--- src/rtl/rom_load_controller.sv ---
// Walks ROM addresses 0..FINISH_MEM and streams each word through a one-entry valid/ready output stage.
// Optional `ROM_CTRL_LOOP_EN adds loop_i: wrap to address 0 at FINISH_MEM instead of draining.
module rom_load_controller #(
    parameter int MEMORY_WIDTH = 72,
    parameter int ADDRS_WIDTH  = 8,
    parameter int FINISH_MEM   = 4
) (
    input  logic                    clk,
    input  logic                    reset_n,
    input  logic                    start_i,
    input  logic                    abort_i,
`ifdef ROM_CTRL_LOOP_EN
    input  logic                    loop_i,
`endif
    output logic [ADDRS_WIDTH-1:0]  addrs_mem_o,
    output logic                    rd_mem_ld_o,
    input  logic [MEMORY_WIDTH-1:0] mem_data_i,
    output logic [MEMORY_WIDTH-1:0] data_o,
    output logic                    valid_o,
    input  logic                    ready_i,
    output logic                    busy_o,
    output logic                    done_o
);

    typedef enum logic [1:0] {
        ST_IDLE  = 2'd0,
        ST_READ  = 2'd1,
        ST_DRAIN = 2'd2
    } state_t;

    localparam logic [ADDRS_WIDTH-1:0] LP_FINISH = ADDRS_WIDTH'(FINISH_MEM);
    localparam logic [ADDRS_WIDTH-1:0] LP_ONE    = ADDRS_WIDTH'(1);

    state_t                  r_state;
    state_t                  w_state_nxt;
    logic [ADDRS_WIDTH-1:0]  r_addr;
    logic [ADDRS_WIDTH-1:0]  w_addr_nxt;
    logic [MEMORY_WIDTH-1:0] r_data;
    logic [MEMORY_WIDTH-1:0] w_data_nxt;
    logic                    r_valid;
    logic                    w_valid_nxt;
    logic                    r_busy;
    logic                    r_done;
    logic                    w_done_nxt;
    logic                    w_rd;
    logic                    w_loop;

`ifdef ROM_CTRL_LOOP_EN
    assign w_loop = loop_i;
`else
    assign w_loop = 1'b0;
`endif

    // State register.
    always_ff @(posedge clk or negedge reset_n) begin
        if (!reset_n) begin
            r_state <= ST_IDLE;
        end else begin
            r_state <= w_state_nxt;
        end
    end

    // Next-state, read strobe and output-stage update; abort overrides everything.
    always_comb begin
        w_state_nxt = r_state;
        w_addr_nxt  = r_addr;
        w_data_nxt  = r_data;
        w_valid_nxt = r_valid;
        w_done_nxt  = 1'b0;
        w_rd        = 1'b0;
        if (abort_i) begin
            w_state_nxt = ST_IDLE;
            w_valid_nxt = 1'b0;
            w_addr_nxt  = '0;
        end else begin
            case (r_state)
                ST_IDLE: begin
                    if (start_i) begin
                        w_state_nxt = ST_READ;
                        w_addr_nxt  = '0;
                    end else begin
                        w_state_nxt = ST_IDLE;
                    end
                end
                ST_READ: begin
                    w_rd = !r_valid || ready_i;
                    if (w_rd) begin
                        w_data_nxt  = mem_data_i;
                        w_valid_nxt = 1'b1;
                        if (r_addr == LP_FINISH) begin
                            if (w_loop) begin
                                w_addr_nxt = '0;
                            end else begin
                                w_state_nxt = ST_DRAIN;
                            end
                        end else begin
                            w_addr_nxt = r_addr + LP_ONE;
                        end
                    end else begin
                        w_valid_nxt = r_valid;
                    end
                end
                ST_DRAIN: begin
                    if (r_valid && ready_i) begin
                        w_valid_nxt = 1'b0;
                        w_done_nxt  = 1'b1;
                        w_state_nxt = ST_IDLE;
                        w_addr_nxt  = '0;
                    end else begin
                        w_state_nxt = ST_DRAIN;
                    end
                end
                default: begin
                    w_state_nxt = ST_IDLE;
                    w_valid_nxt = 1'b0;
                    w_addr_nxt  = '0;
                end
            endcase
        end
    end

    // Address counter, output stage and status flags.
    always_ff @(posedge clk or negedge reset_n) begin
        if (!reset_n) begin
            r_addr  <= '0;
            r_data  <= '0;
            r_valid <= 1'b0;
            r_busy  <= 1'b0;
            r_done  <= 1'b0;
        end else begin
            r_addr  <= w_addr_nxt;
            r_data  <= w_data_nxt;
            r_valid <= w_valid_nxt;
            r_busy  <= (w_state_nxt != ST_IDLE);
            r_done  <= w_done_nxt;
        end
    end

    assign addrs_mem_o = r_addr;
    assign rd_mem_ld_o = w_rd;
    assign data_o      = r_data;
    assign valid_o     = r_valid;
    assign busy_o      = r_busy;
    assign done_o      = r_done;

endmodule

--- config.mk ---
export PLATFORM = sky130hd
export DESIGN_NAME = rom_load_controller
export DESIGN_NICKNAME = d
export VERILOG_FILES = /design/src/rtl/rom_load_controller.sv
export SDC_FILE = /design/constraint.sdc
export NUM_CORES = 1
export LEC_CHECK = 0
export BUFFER_PORTS_ARGS = -buffer_cell sky130_fd_sc_hd__buf_2
export CAP_MARGIN = 20
export CORE_MARGIN = 2
export CORE_UTILIZATION = 52
export CTS_BUF_LIST = sky130_fd_sc_hd__clkbuf_8
export DETAILED_ROUTE_END_ITERATION = 8
export GPL_TIMING_DRIVEN = 0
export PLACE_DENSITY = 0.95
export REMOVE_ABC_BUFFERS = 1
export SLEW_MARGIN = 20
export SYNTH_ARGS = -nofsm -noshare
export SYNTH_HDL_FRONTEND = slang
export SYNTH_SLANG_ARGS = --single-unit
--- constraint.sdc ---
create_clock -name clk -period 4.1 [get_ports clk]
set_input_delay 0.205 -clock clk [delete_from_list [all_inputs] [get_ports clk]]
set_output_delay 0.205 -clock clk [all_outputs]
set_load 0.01 [all_outputs]
Word-level counts from Yosys, hierarchy flattened:

Cells that the tools add are included.

* memories kept: 0
* input port bits: 77
* word-level logic and storage cells: 45
* ROM bits: 0
* memory bits (writable): 0
* bits in registers: 85
* output and inout bits: 84
* latch bits: 0

* reduce and logical (&&, ||, !) cells: 8
* shift operators: 0
* add/subtract/negate cells: 1
* $lt $le $gt $ge: 0
* $mul: 0
* divide/modulo/power cells: 0
* equal/unequal tests: 8
* multiplexer cells: 21
* bitwise operators: 1

Operator list (number)
* $mux W8: 5
* $pmux W8 S3: 1
* $ne A3 B3 Y1 const B: 4
* $mux W1: 9
* $add A8 B1 Y8 const B: 1
* $eq A8 B3 Y1 const B: 1
* $mux W2: 4
* $pmux W2 S3: 1
* $reduce_and A3 Y1: 2
* $reduce_and A4 Y1: 1
* $pmux W1 S3: 1
* $eq A2 B1 Y1 const B: 1
* $eq A2 B2 Y1 const B: 1
* $logic_not A2 Y1: 1
* $ne A2 B2 Y1 const B: 1
* $reduce_bool A2 Y1: 1
* $logic_and A1 B1 Y1: 1
* $logic_not A1 Y1: 1
* $logic_or A1 B1 Y1: 1
* $not A1 Y1: 1

Depth between registers and ports, before layout:

Gate-level depths: netlist (run 1).

* depth in word-level cells: 6
* mapped depth: 6
* depth with buffers taken out: 6

Worst setup path before layout (run 1):

Ideal clock, no wire load.

* path kind: register to register
* start: register r_addr[4] (netlist: addrs_mem_o[4])
* end: register r_addr[3] (netlist: addrs_mem_o[3])
* stages on the path, launching flop included: 5
* data required time: 3.974 ns
* path slack: 2.377 ns
* library setup time: 0.126 ns
* data arrival time: 1.597 ns
* path through: dfrtp_1 -> or4_4 -> nor3_4 -> a311oi_1 -> o311a_1

* word-level cells in the longest chain between the ends: 3

RTL lines
* start, declared: line 36 `logic [ADDRS_WIDTH-1:0] r_addr;`
* start signal, assigned: line 131 `r_addr <= w_addr_nxt;`
* $eq A8 B3 Y1: line 90 `if (r_addr == LP_FINISH) begin`
* $ne A3 B3 Y1 (no source line)
* $reduce_and A4 Y1 (no source line)

Every way passes these cells.
A chain may end at the register's enable or synchronous reset.

Worst setup path in the final report (run 1):

* start: register r_state[1]
* end: output port rd_mem_ld_o

* word-level cells in the longest chain between the ends: 3

RTL lines
* start, declared: line 34 `state_t r_state;`
* start signal, assigned: line 59 `r_state <= w_state_nxt;`
* $eq A2 B1 Y1: line 76 `case (r_state)`
* $mux W1: line 76
* $mux W1: line 71 `if (abort_i) begin`
* end, declared: line 16 `output logic rd_mem_ld_o,`

Every way passes these cells.

==> reports/results.ini, run 1 <==
[outcome]
outcome = completed

[critical_path]
crit_slowest_cell = dfrtp_1
cp.arrival_ns = 2.08
end_kind = output pin
slowest_delay_ns = 0.46
required_ns = 3.89
startpoint_type = flip-flop
worstPathCellList = nand2b_1 -> nor2_1 -> nand2_4 -> buf_12 -> inv_1 -> buf_2
critPathKind = reg -> out
critPathMaxFanout = 42

[final_layout]
final_util = 0.703
layout_commonest_cell = buf_2
drive_gt1_frac = 0.627
fin_cells = 482
fillCellCount = 483
area_growth_pct = 29.4
diodes = 0
multiInputGateArea_um2 = 1230
ff_latch_area_um2 = 2130
nNetsFinal = 480
final_cell_mix = buf_2, dfrtp_1, mux2_2

[timing]
finalSetupViolCount = 0
finalSetupTns_ns = 0
min_period_ns = 2.29
finalCritPeriodShare = 0.558
finalClockSkew_ns = 0.00667
timing.fmax_mhz = 437
slew_headroom = 0.601
rsz0062_at_grt = no
slew_viol_final = 0
hold_violations = 0
worst_pin_slew_ns = 0.599
finalWorstSetupSlack_ns = 1.81

[clock_network]
post_cts_resized = 0
clk_latency_ns = 0.33
root_buffer = clkbuf_8
cts_made_buffers = 9
htree_levels = 3
clock_sinks = 85
cts_tree = built
clock_path_buffers = 2
clkTransAtPathRegs_ns = 0.08

[pwr]
power_uw = 2080
peakVddDrop_v = 0.000263
leakagePower_uw = 0.00224
intPower_uw = 1490
swShare = 0.285
power.switching_uw = 592
p_per_area_nw_per_um2 = 463
seqPwrFrac = 0.516
clkPwrFrac = 0.242
power_frac_comb = 0.242

[placement]
dp_hpwl_mm = 5.82
portBuffers = 160
dp_slack_ns = 2.08
dp.cells = 466
place_congestion = 0.829

[routing]
vias_per_cell = 5.21
drtIter0Drc = 59
via_count = 2511
firstDrtPassIters = 4
antenna_left = 0
routedWlPerCell_um = 15.7
remaining_drc_errors = 0
wirelength_mm = 7.58

[global_routing]
grt_overflow_total = 0
use_met3 = 0.0414
grt_use_met1 = 0.234
grt_pass1_vias = 2625
grt.busiest_layer = met2
grtUsageTotal = 0.211
grt_antenna_before_repair = 0
use_met2 = 0.391
grt_max_degree = 47
grt_first_pass_wirelength_mm = 12.0

[floorplan]
fp.dieW_um = 85.7
num_rows = 29
die-area_um2 = 7340
core-area_um2 = 6390
num_io_pins = 161
die_h_um = 85.7
start_util = 0.543

[yosys]
syn_avg_cell_area_um2 = 14.6
yosys_warnings = 0
yosysTopAreaCellShare = 0.613
synth_area_leaders = dfrtp_1, mux2_2, buf_6, mux2_1, a21oi_1
synth_cell_types = 39
syn_inst = 238
synth-seq-cells = 85
yosysSeqAreaShare = 0.613
synth_top_area_cell = dfrtp_1
syn_area_um2 = 3470

[min_path]
hold_path_class = in -> reg

[flow_run]
max-cap-violations = 0

[sequential cells by signal, summed over array words and instances, names as in the netlist]
signal,cells
data_o,72
addrs_mem_o,8
r_state,2
done_o,1
busy_o,1
valid_o,1
[cell usage after synthesis, drive strengths merged]
cell,count
nand3,3
nor4,1
o211ai,1
or3,4
nor3,2
a311oi,1
nor2b,2
and3,2
nand2,5
o22ai,1
or2,2
nand4,1
buf,11
ha,2
nor2,9
or4,2
o21a,1
a21oi,8
inv,5
o31ai,2
o21ai,5
a31oi,2
and4,1
a211oi,1
mux2,73
a21bo,1
dfrtp,85
o311a,1
nand2b,3
o41ai,1
[through the flow]
| step | hold WS (ns) | instance area, um^2 |
|---|---|---|
| 6_report | 0.0863 | 4490 |
| 5_1_grt | 0.0772 | 4490 |
| 4_1_cts | 0.0719 | 4490 |
| 3_5_place_dp | 0.250 | 4310 |
| 3_3_place_gp | 0.425 | 4270 |
| 2_1_floorplan | -0.0906 | 3370 |
[worst paths after layout]
path	startpoint	endpoint	slack, ns	cells past startpoint
max in group asynchronous	reset_n	data_o[51]	3.08	3
worst min-delay path	mem_data_i[49]	data_o[49]	0.09	2
worst max-delay path	r_state[1]	rd_mem_ld_o	1.81	6
min in group asynchronous	reset_n	busy_o	0.41	2
worst min register to register	data_o[49]	data_o[49]	0.49	1
worst max register to register	r_state[1]	data_o[50]	2.08	5
[cell type report]
class	instances	area share
clock buffer	10	0.0307
clock inverter	5	0.00641
inverter	5	0.00418
multi-input combinational	137	0.273
sequential	85	0.474
tap	77	0.0215
timing repair buffer	163	0.190
[power groups by stage]
stage,clock [uW],combinational (uW),sequential [uW]
2_1_floorplan,0,170,1160
3_3_place_gp,0,491,1070
3_5_place_dp,0,513,1090
4_1_cts,520,515,1070
5_1_grt,558,545,1090
6_report,503,504,1070
[what timing repair did]
item	4_1_cts	5_1_grt
endpoints found under the hold margin	45	0
hold buffers	1	0
setup buffers	0	0
[worst max-delay path, delay by kind of cell, from the launching register on]
kind,cells,cell delay (ns)
and+or+nand+nor,3,0.78
DFF,1,0.46
buffers and inverters,3,0.48
[kinds of logic (layout without fill, tap and decap cells)]
kind of cell / Yosys count / count (layout) / share of synthesized area
and+or+nand+nor: 37 / 37 / 0.0624
buffers and inverters: 16 / 183 / 0.0346
AOI/OAI and AO/OA: 25 / 25 / 0.0458
adders and majority gates: 2 / 2 / 0.00721
DFF: 85 / 85 / 0.613
muxes: 73 / 73 / 0.237
[layer usage]
layer	up-vias	routed length, um
met2	94	4190
met4	0	181
met1	1228	2790
met5	-	0
li1	1171	-
met3	18	422
Note: power is estimated with default switching activity, not from simulation.
==> run 2, diff against run 1 <==
--- a/config.mk
+++ b/config.mk
@@ -8,11 +8,11 @@
 export BUFFER_PORTS_ARGS = -buffer_cell sky130_fd_sc_hd__buf_2
 export CAP_MARGIN = 20
 export CORE_MARGIN = 2
-export CORE_UTILIZATION = 52
+export CORE_UTILIZATION = 43
 export CTS_BUF_LIST = sky130_fd_sc_hd__clkbuf_8
 export DETAILED_ROUTE_END_ITERATION = 8
 export GPL_TIMING_DRIVEN = 0
-export PLACE_DENSITY = 0.95
+export PLACE_DENSITY = 0.87
 export REMOVE_ABC_BUFFERS = 1
 export SLEW_MARGIN = 20
 export SYNTH_ARGS = -nofsm -noshare
==> constraint.sdc (replaced) <==
create_clock -name clk -period 2.05 [get_ports clk]
set_input_delay 0.1025 -clock clk [delete_from_list [all_inputs] [get_ports clk]]
set_output_delay 0.1025 -clock clk [all_outputs]
set_load 0.01 [all_outputs]
==> run 2 against run 1 <==
- global-route usage fell by 0.13 points
- setup slack got worse by 1.7 ns
- final cell count rose by 19%
- clock-buffer cell count did not move
- non-clock buffer count rose by 65
- worst hold slack got worse by 0.063 ns
- clock power rose to 2.8 times the previous value
- die area rose by 20%
- combinational power rose by 120%
- total power rose by 130%
- largest cell class unchanged
==> reports/results.ini, run 2 (synthesis results as in run 1) <==
[critical_path]
cp.arrival_ns = 1.79
critPathTopFamily = simple AND/OR/NAND/NOR gates
critPathKind = reg -> out
critPathMaxFanout = 46
startpoint_type = flip-flop
worstPathCellList = nand2b_1 -> nor2_4 -> nand2_8 -> buf_12 -> inv_1 -> buf_2
path_depth = 6
end_kind = output pin
path_buf_inv = 3
required_ns = 1.95
slowest_delay_ns = 0.47
worstRegToRegCells = 4
crit_slowest_cell = dfrtp_1

[floorplan]
num_io_pins = 161
start_util = 0.447
fp.dieW_um = 93.8
core-area_um2 = 7770
die-area_um2 = 8800
num_rows = 32
die_h_um = 93.8

[timing]
timing.fmax_mhz = 529
worst_pin_slew_ns = 0.486
finalWorstSetupSlack_ns = 0.159
slew_headroom = 0.676
min_period_ns = 1.89
slew_viol_final = 0
finalClockSkew_ns = 0.0112
hold_violations = 0
rsz0062_at_grt = no
finalCritPeriodShare = 0.922
finalSetupViolCount = 0

[clock_network]
clk_latency_ns = 0.33
clkTransAtPathRegs_ns = 0.08
clock_sinks = 85
cts_made_buffers = 9
htree_levels = 3
clock_path_buffers = 2
root_buffer = clkbuf_8
cts_tree = built

[routing]
antenna_left = 0
wirelength_mm = 9.26
drtIter0Drc = 65
vias_per_cell = 4.93
routedWlPerCell_um = 16.1
firstDrtPassIters = 4
via_count = 2829
remaining_drc_errors = 0

[placement]
dp_hpwl_mm = 5.70
place_congestion = 0.814
portBuffers = 160
dp_slack_ns = 0.108

[outcome]
outcome = completed

[min_path]
hold_path_class = in -> reg
whs_path_depth = 2

[pwr]
leakagePower_uw = 0.00255
intPower_uw = 3450
power.switching_uw = 1270
peakVddDrop_v = 0.000563
p_per_area_nw_per_um2 = 893
swShare = 0.270
power_frac_comb = 0.240
power_uw = 4720
seqPwrFrac = 0.458
clkPwrFrac = 0.303

[final_layout]
drive_gt1_frac = 0.550
largest_reg_flops = 72
layout_commonest_cell = buf_2
nNetsFinal = 546
final_util = 0.680
area_growth_pct = 52.3
final_cell_mix = buf_2, dfrtp_1, mux2_2

[global_routing]
grt_pass1_vias = 2953
grt_antenna_before_repair = 0
grtUsageTotal = 0.209
grt_overflow_total = 0
grt_first_pass_wirelength_mm = 14.1
grt_max_degree = 52

[flow_run]
max-cap-violations = 0

run 2: through the flow:
| stage | hold WS [ns] | TNS, ns | instance area, um^2 | cells |
|---|---|---|---|---|
| final | 0.0229 | 0 | 5280 | 574 |
| after global routing | 0.00119 | 0 | 5280 | 573 |
| after CTS | 0.000332 | 0 | 5250 | 571 |
| after detailed placement | 0.0936 | 0 | 4350 | 491 |
| after global placement | 0.316 | -34.86 | 4300 | 489 |
| after floorplan | -0.193 | -5.20 | 3370 | 227 |
run 2: worst register-to-register path, stage by stage, from the launching register on:
cell	delay (ns)
dfrtp_1	0.44
or4_4	0.57
nor3_4	0.27
a311oi_1	0.17
o311a_1	0.31
run 2: what timing repair did:
action | CTS | global route
endpoints found under the hold margin | 97 | 1
buffers inserted | 0 | 1
resized for setup | 2 | 2
hold buffers | 64 | 1
endpoints found under the setup margin | 1 | 1
pin swaps | 1 | 1
gates cloned | 1 | 0
run 2: cell type report:
class	count	area, um^2
multi-input combinational	138	1250
clock buffer	10	138
tap	102	128
antenna	1	2.50
sequential	85	2130
inverter	5	18.8
timing repair buffer	228	1510
fill	549	2480
clock inverter	5	108
run 2: per-layer routing:
| layer | track usage | share of wire | wire, um | vias up |
|---|---|---|---|---|
| li1 | - | - | - | 1302 |
| met1 | 0.219 | 0.36 | 3340 | 1387 |
| met2 | 0.401 | 0.56 | 5190 | 123 |
| met3 | 0.0465 | 0.061 | 566 | 17 |
| met4 | 0.0833 | 0.018 | 169 | 0 |
| met5 | 0 | 0 | 0 | - |
run 2: worst paths after layout:
path | from | to | slack (ns)
worst min-delay path | mem_data_i[12] | data_o[12] | 0.02
max in group asynchronous | reset_n | data_o[57] | 1.17
worst min register to register | data_o[60] | data_o[60] | 0.50
min in group asynchronous | reset_n | data_o[10] | 0.26
worst max-delay path | r_state[1] | rd_mem_ld_o | 0.16
worst max register to register | addrs_mem_o[5] | addrs_mem_o[3] | 0.19
run 2: power groups by stage:
stage	Combinational (uW)	Sequential [uW]	Clock, uW
CTS	1120	2150	1460
global placement	978	2150	0
finish	1130	2160	1430
floorplan	341	2330	0
global route	1220	2190	1530
detailed placement	1020	2180	0
